--- src/rtl/core_pkg.sv ---
// Shared core types: read-response owner encoding and byte-lane count.
package core_pkg;

  localparam int unsigned BYTE_LANES = 4;

  typedef enum logic [1:0] {
    RSP_NONE  = 2'd0,
    RSP_FETCH = 2'd1,
    RSP_DATA  = 2'd2
  } rsp_owner_t;

endpackage

--- src/rtl/local_ram_arbiter.sv ---
// local_ram_arbiter: shares the local RAM's single synchronous read port between instruction
// fetch and load/store, and steers the one-cycle read data back to the requester that owns it.
// Data writes go straight to the RAM's separate write port and never block fetch.
// Optional build macro: LOCAL_RAM_ARB_STARVE_GUARD_EN adds a data-read streak counter that
// lets a waiting fetch through after MAX_DATA_STREAK consecutive contested data-read wins.
module local_ram_arbiter
  import core_pkg::*;
#(
  parameter int unsigned ADDR_WIDTH      = 32,
  parameter int unsigned DATA_WIDTH      = 32,
  parameter int unsigned MAX_DATA_STREAK = 4
) (
  input  logic                  i_clk,
  input  logic                  i_rst,
  input  logic                  i_clk_en,
  input  logic                  i_f_req,
  input  logic [ADDR_WIDTH-1:0] i_f_addr,
  output logic                  o_f_gnt,
  output logic                  o_f_rvalid,
  output logic [DATA_WIDTH-1:0] o_f_rdata,
  input  logic                  i_d_req,
  input  logic                  i_d_we,
  input  logic [BYTE_LANES-1:0] i_d_be,
  input  logic [ADDR_WIDTH-1:0] i_d_addr,
  input  logic [DATA_WIDTH-1:0] i_d_wdata,
  output logic                  o_d_gnt,
  output logic                  o_d_rvalid,
  output logic [DATA_WIDTH-1:0] o_d_rdata,
  output logic [ADDR_WIDTH-1:0] o_ram_read_addr,
  input  logic [DATA_WIDTH-1:0] i_ram_read_data,
  output logic                  o_ram_write_en,
  output logic [BYTE_LANES-1:0] o_ram_byte_en,
  output logic [ADDR_WIDTH-1:0] o_ram_write_addr,
  output logic [DATA_WIDTH-1:0] o_ram_write_data
);

  logic                  grant_ok;
  logic                  fetch_wins;
  logic                  f_rd_acc;
  logic                  d_rd_acc;
  logic [ADDR_WIDTH-1:0] f_word;
  logic [ADDR_WIDTH-1:0] d_word;
  logic [ADDR_WIDTH-1:0] last_read_addr;
  rsp_owner_t            rsp_owner;

  // Grants need the enable and must stay low for the whole time reset is held.
  assign grant_ok = i_clk_en && !i_rst;

  // RAM ports take word indices; byte offset bits are dropped.
  assign f_word = {2'b00, i_f_addr[ADDR_WIDTH-1:2]};
  assign d_word = {2'b00, i_d_addr[ADDR_WIDTH-1:2]};

`ifdef LOCAL_RAM_ARB_STARVE_GUARD_EN
  // +2 keeps the width non-zero even for a streak limit of 0.
  localparam int unsigned StreakW = $clog2(MAX_DATA_STREAK + 2);

  logic [StreakW-1:0] streak_cnt;

  assign fetch_wins = (streak_cnt == StreakW'(MAX_DATA_STREAK));

  // Count data-read wins over a waiting fetch; any fetch grant or idle fetch restarts the count.
  always_ff @(posedge i_clk or posedge i_rst) begin
    if (i_rst) begin
      streak_cnt <= '0;
    end else if (!i_f_req || o_f_gnt) begin
      streak_cnt <= '0;
    end else if (d_rd_acc) begin
      streak_cnt <= streak_cnt + 1'b1;
    end
  end
`else
  logic [31:0] unused_max_streak;

  assign fetch_wins        = 1'b0;
  assign unused_max_streak = 32'(MAX_DATA_STREAK);
`endif

  // Grant decision: writes never contend; a read collision goes to data unless the guard fires.
  always_comb begin
    o_f_gnt = 1'b0;
    o_d_gnt = 1'b0;
    if (grant_ok) begin
      if (i_d_req && i_d_we) begin
        o_d_gnt = 1'b1;
        o_f_gnt = i_f_req;
      end else if (i_d_req && i_f_req) begin
        o_f_gnt = fetch_wins;
        o_d_gnt = !fetch_wins;
      end else begin
        o_f_gnt = i_f_req;
        o_d_gnt = i_d_req;
      end
    end
  end

  assign f_rd_acc = o_f_gnt;
  assign d_rd_acc = o_d_gnt && !i_d_we;

  // Read-port mux; holds the previous index while the port is idle.
  always_comb begin
    o_ram_read_addr = last_read_addr;
    if (f_rd_acc) begin
      o_ram_read_addr = f_word;
    end else if (d_rd_acc) begin
      o_ram_read_addr = d_word;
    end
  end

  // Remember the last index presented so an idle port keeps it.
  always_ff @(posedge i_clk or posedge i_rst) begin
    if (i_rst) begin
      last_read_addr <= '0;
    end else begin
      last_read_addr <= o_ram_read_addr;
    end
  end

  // Owner of next cycle's read data; advances even when gated since the RAM register is not.
  always_ff @(posedge i_clk or posedge i_rst) begin
    if (i_rst) begin
      rsp_owner <= RSP_NONE;
    end else if (f_rd_acc) begin
      rsp_owner <= RSP_FETCH;
    end else if (d_rd_acc) begin
      rsp_owner <= RSP_DATA;
    end else begin
      rsp_owner <= RSP_NONE;
    end
  end

  assign o_f_rvalid = (rsp_owner == RSP_FETCH);
  assign o_d_rvalid = (rsp_owner == RSP_DATA);
  assign o_f_rdata  = i_ram_read_data;
  assign o_d_rdata  = i_ram_read_data;

  assign o_ram_write_en   = o_d_gnt && i_d_we;
  assign o_ram_byte_en    = i_d_be;
  assign o_ram_write_addr = d_word;
  assign o_ram_write_data = i_d_wdata;

  // Both byte-offset bit pairs are intentionally ignored.
  logic unused_addr_lsbs;
  assign unused_addr_lsbs = ^{i_f_addr[1:0], i_d_addr[1:0]};

endmodule

--- config.mk ---
export PLATFORM = sky130hd
export DESIGN_NAME = local_ram_arbiter
export DESIGN_NICKNAME = d
export VERILOG_FILES = /design/src/rtl/core_pkg.sv /design/src/rtl/local_ram_arbiter.sv
export SDC_FILE = /design/constraint.sdc
export NUM_CORES = 1
export LEC_CHECK = 0
export BUFFER_PORTS_ARGS = -buffer_cell sky130_fd_sc_hd__buf_2
export CAP_MARGIN = 25
export CORE_AREA = 2 2 119 121
export CTS_CLUSTER_DIAMETER = 60
export DETAILED_ROUTE_END_ITERATION = 7
export DIE_AREA = 0 0 121 123
export GPL_TIMING_DRIVEN = 0
export HOLD_SLACK_MARGIN = 0.06
export PLACE_DENSITY = 0.62
export REMOVE_ABC_BUFFERS = 1
export SLEW_MARGIN = 20
export SYNTH_ARGS = -nofsm -noshare
export SYNTH_HDL_FRONTEND = slang
export SYNTH_SLANG_ARGS = --single-unit
--- constraint.sdc ---
create_clock -name i_clk -period 5.19 [get_ports i_clk]
set_clock_uncertainty 0.1 [all_clocks]
set_input_delay 0.519 -clock i_clk [delete_from_list [all_inputs] [get_ports i_clk]]
set_output_delay 0.519 -clock i_clk [all_outputs]
set_load 0.1 [all_outputs]
==> results_dict.tcl <==
set metrics [dict create \
    outcome "complete, no violations" \
    regArea_um2 850.8 \
    ctsLongestPathBuffers 2 \
    dr.first_iter.drc_count 93 \
    n_fill_cell 1513 \
    p_leak_nw 1.404 \
    syn_inst 289 \
    grt_use_total 0.2326 \
    timing_hold_violations_final 0 \
    pwr-share-clk 0.247 \
    reg2reg_depth 1 \
    crit_type "in2out" \
    hpwl_um 15400 \
    die_w_um 121 \
    synthTopCellsByArea "buf_4 (37%), dfrtp_1 (30%), and3b_2 (11%), o2bb2ai_1 (9.4%), a31oi_1 (6.7%)" \
    numPortBuffers 132 \
    synth.top_cell.area_share 0.3676 \
    period_minus_slack_ps 3308 \
    wl_met2_um 8188 \
    ys_seq_area_frac 0.3041 \
    post-route-period-util 0.6373 \
    final.setup.tns_ps 0 \
    num_vias 2090 \
    final_area_mm2 0.002769 \
    cp-start-kind "primary input" \
    synth-edff-count 0 \
    dpl_worst_slack_ps 1846 \
    wl_met1_um 4421 \
    drv_slew 0 \
    r2r_start "last_read_addr[22]$_DFF_PP0_" \
    grt_max_degree 35 \
    final_nets 418 \
    critPathMaxFanout 33 \
    max-cap-violations 0 \
    via_per_inst 4.534 \
    ctsHoldBuffers 0 \
    hold_ws_ps 139.6 \
    seqPwrFrac 0.258 \
    min_path_type "in2async" \
    drt_first_pass_iters 4 \
    reg2reg_slack_ps 4400 \
    worst_slew_pin_slew_ps 1056 \
    synth_seq_cells 34 \
    switching_share 0.5164 \
    internal-power_uw 594.2 \
    synth_ff_type "dfrtp_1" \
    worst_slack_ps 1882 \
    htree_num_levels 2 \
    cellPowerDensity_mw_per_mm2 443.7 \
    rsz0062_at_grt "no" \
    arrival_ps 2690 \
    grt_pass1_vias 2034 \
    finalSetupViolCount 0 \
    postSynth.asyncResetShare 1.000 \
    cts_tree "done" \
    ys_warn_count 0 \
    gp_congestion 0.8187 \
    p_total_mw 1.229 \
    crit_buf_inv 2 \
    layout-drive-gt1-share 0.6263 \
    slowest_delay_ps 710 \
    coreArea_mm2 0.01361 \
    dr_wl_met3_um 4757 \
    switching_power_uw 634.4 \
    synth_top_cell_by_area "buf_4" \
    cts_resized 0 \
    synth.avg_cell_area_um2 9.681 \
    yosysMostFrequentCell "buf_4" \
    fmax_mhz 302.3 \
    cts_sinks 34 \
    grt_pass1_wl_um 22010 \
    top_layer "met4" \
    slew_headroom 0.2936 \
    ys_types 20 \
    peakVddDrop_uv 155.5 \
    ant_nets 0 \
    initial_utilization 0.2055 \
    cts_root_buf "clkbuf_16" \
    postCtsSetupBuffers 0 \
    placed_area_mm2 0.002621 \
    grt_antenna_before_repair 0 \
    wire_per_inst_um 38.33 \
    multi_input_area_um2 853.3 \
    overflow 0 \
    crit_path_top_delay_cell "nand2b_2" \
    rows 43 \
    die_h_um 123 \
    drc 0 \
    clock_latency_ps 280 \
    synthTopCellsByCount "buf_4 (137), dfrtp_1 (34), a31oi_1 (30), and3b_2 (30), o2bb2ai_1 (30)" \
    required_ps 4570 \
    r2r_end "last_read_addr[22]$_DFF_PP0_" \
    path_common_cell "buf_2" \
    syn_area_mm2 0.002798 \
    antenna_cells 0 \
    ios 307 \
    areaGrowthSynthToFinish_pct -1.028 \
    clk_pin_slew_ps 50 \
    cts_buffers 5 \
    crit_chain "buf_2 -> nand2b_2 -> a31oi_1 -> o2bb2ai_1 -> buf_2" \
    wirelength_um 17670 \
    crit_path_end_kind "output port" \
    comb_power_share 0.494 \
    cpLargestDelayFamily "buffers and inverters" \
    dieArea_mm2 0.01488 \
]
[routing by layer]
metal	GRT usage	vias up
met4	0.04288	0
met3	0.2841	13
li1	-	856
met5	0.04514	-
met2	0.3768	266
met1	0.1738	955
[per-stage QoR]
| stage | util | instances |
|---|---|---|
| final | 0.2034 | 461 |
| after global routing | 0.2034 | 461 |
| after CTS | 0.2034 | 461 |
| after detailed placement | 0.1926 | 453 |
| after global placement | 0.1904 | 452 |
| after floorplan | - | 140 |
[cells by family (layout without fill, tap and decap cells)]
family / count (synthesis) / in the layout / synth area share
and+or+nand+nor: 42 / 42 / 0.1346
AOI/OAI and AO/OA: 61 / 61 / 0.1668
other: 1 / 2 / 0.001340
DFF: 34 / 34 / 0.3041
buffers and inverters: 151 / 142 / 0.3931
[registers in the layout, summed over array words and instances (netlist names)]
signal          flops
rsp_owner           2
last_read_addr     32
[how the worst max path moves through the flow]
stage,from,endpoint,slack [ps],cells past startpoint
6_report,i_d_we,o_ram_read_addr[22],1880,5
5_1_grt,i_d_we,o_ram_read_addr[26],1720,5
3_5_place_dp,i_d_we,o_ram_read_addr[13],1850,5
3_3_place_gp,i_rst,o_ram_read_addr[22],590,5
2_1_floorplan,i_rst,o_ram_read_addr[0],960,3
4_1_cts,i_d_we,o_ram_read_addr[13],1840,5
[cell usage in the layout, fill, tap and decap left out, drive strengths merged]
| cell | n |
|---|---|
| inv | 1 |
| o21ai | 1 |
| conb | 2 |
| o2bb2ai | 30 |
| buf | 133 |
| nor2 | 1 |
| and2 | 3 |
| and3b | 30 |
| nor2b | 4 |
| clkinv | 1 |
| a31oi | 30 |
| and3 | 2 |
| dfrtp | 34 |
| nand2 | 1 |
| nand2b | 1 |
| clkbuf | 7 |
[power groups by stage]
| stage | clock network, mW | registers, mW | logic, mW |
|---|---|---|---|
| after global placement | 0 | 0.321 | 0.602 |
| after detailed placement | 0 | 0.321 | 0.608 |
| after CTS | 0.316 | 0.317 | 0.609 |
| after global routing | 0.326 | 0.321 | 0.629 |
| after floorplan | 0 | 0.320 | 0.401 |
| final | 0.304 | 0.318 | 0.607 |
[area by class of cell]
type,count,share of cell area
well taps,180,0.08134
inverters,1,0.001356
repair buffers,133,0.2485
clock buffers,7,0.05151
clock inverters,1,0.001807
multi-input cells,105,0.3082
flip-flops and latches,34,0.3073
Note: power is estimated with default switching activity, not from simulation.
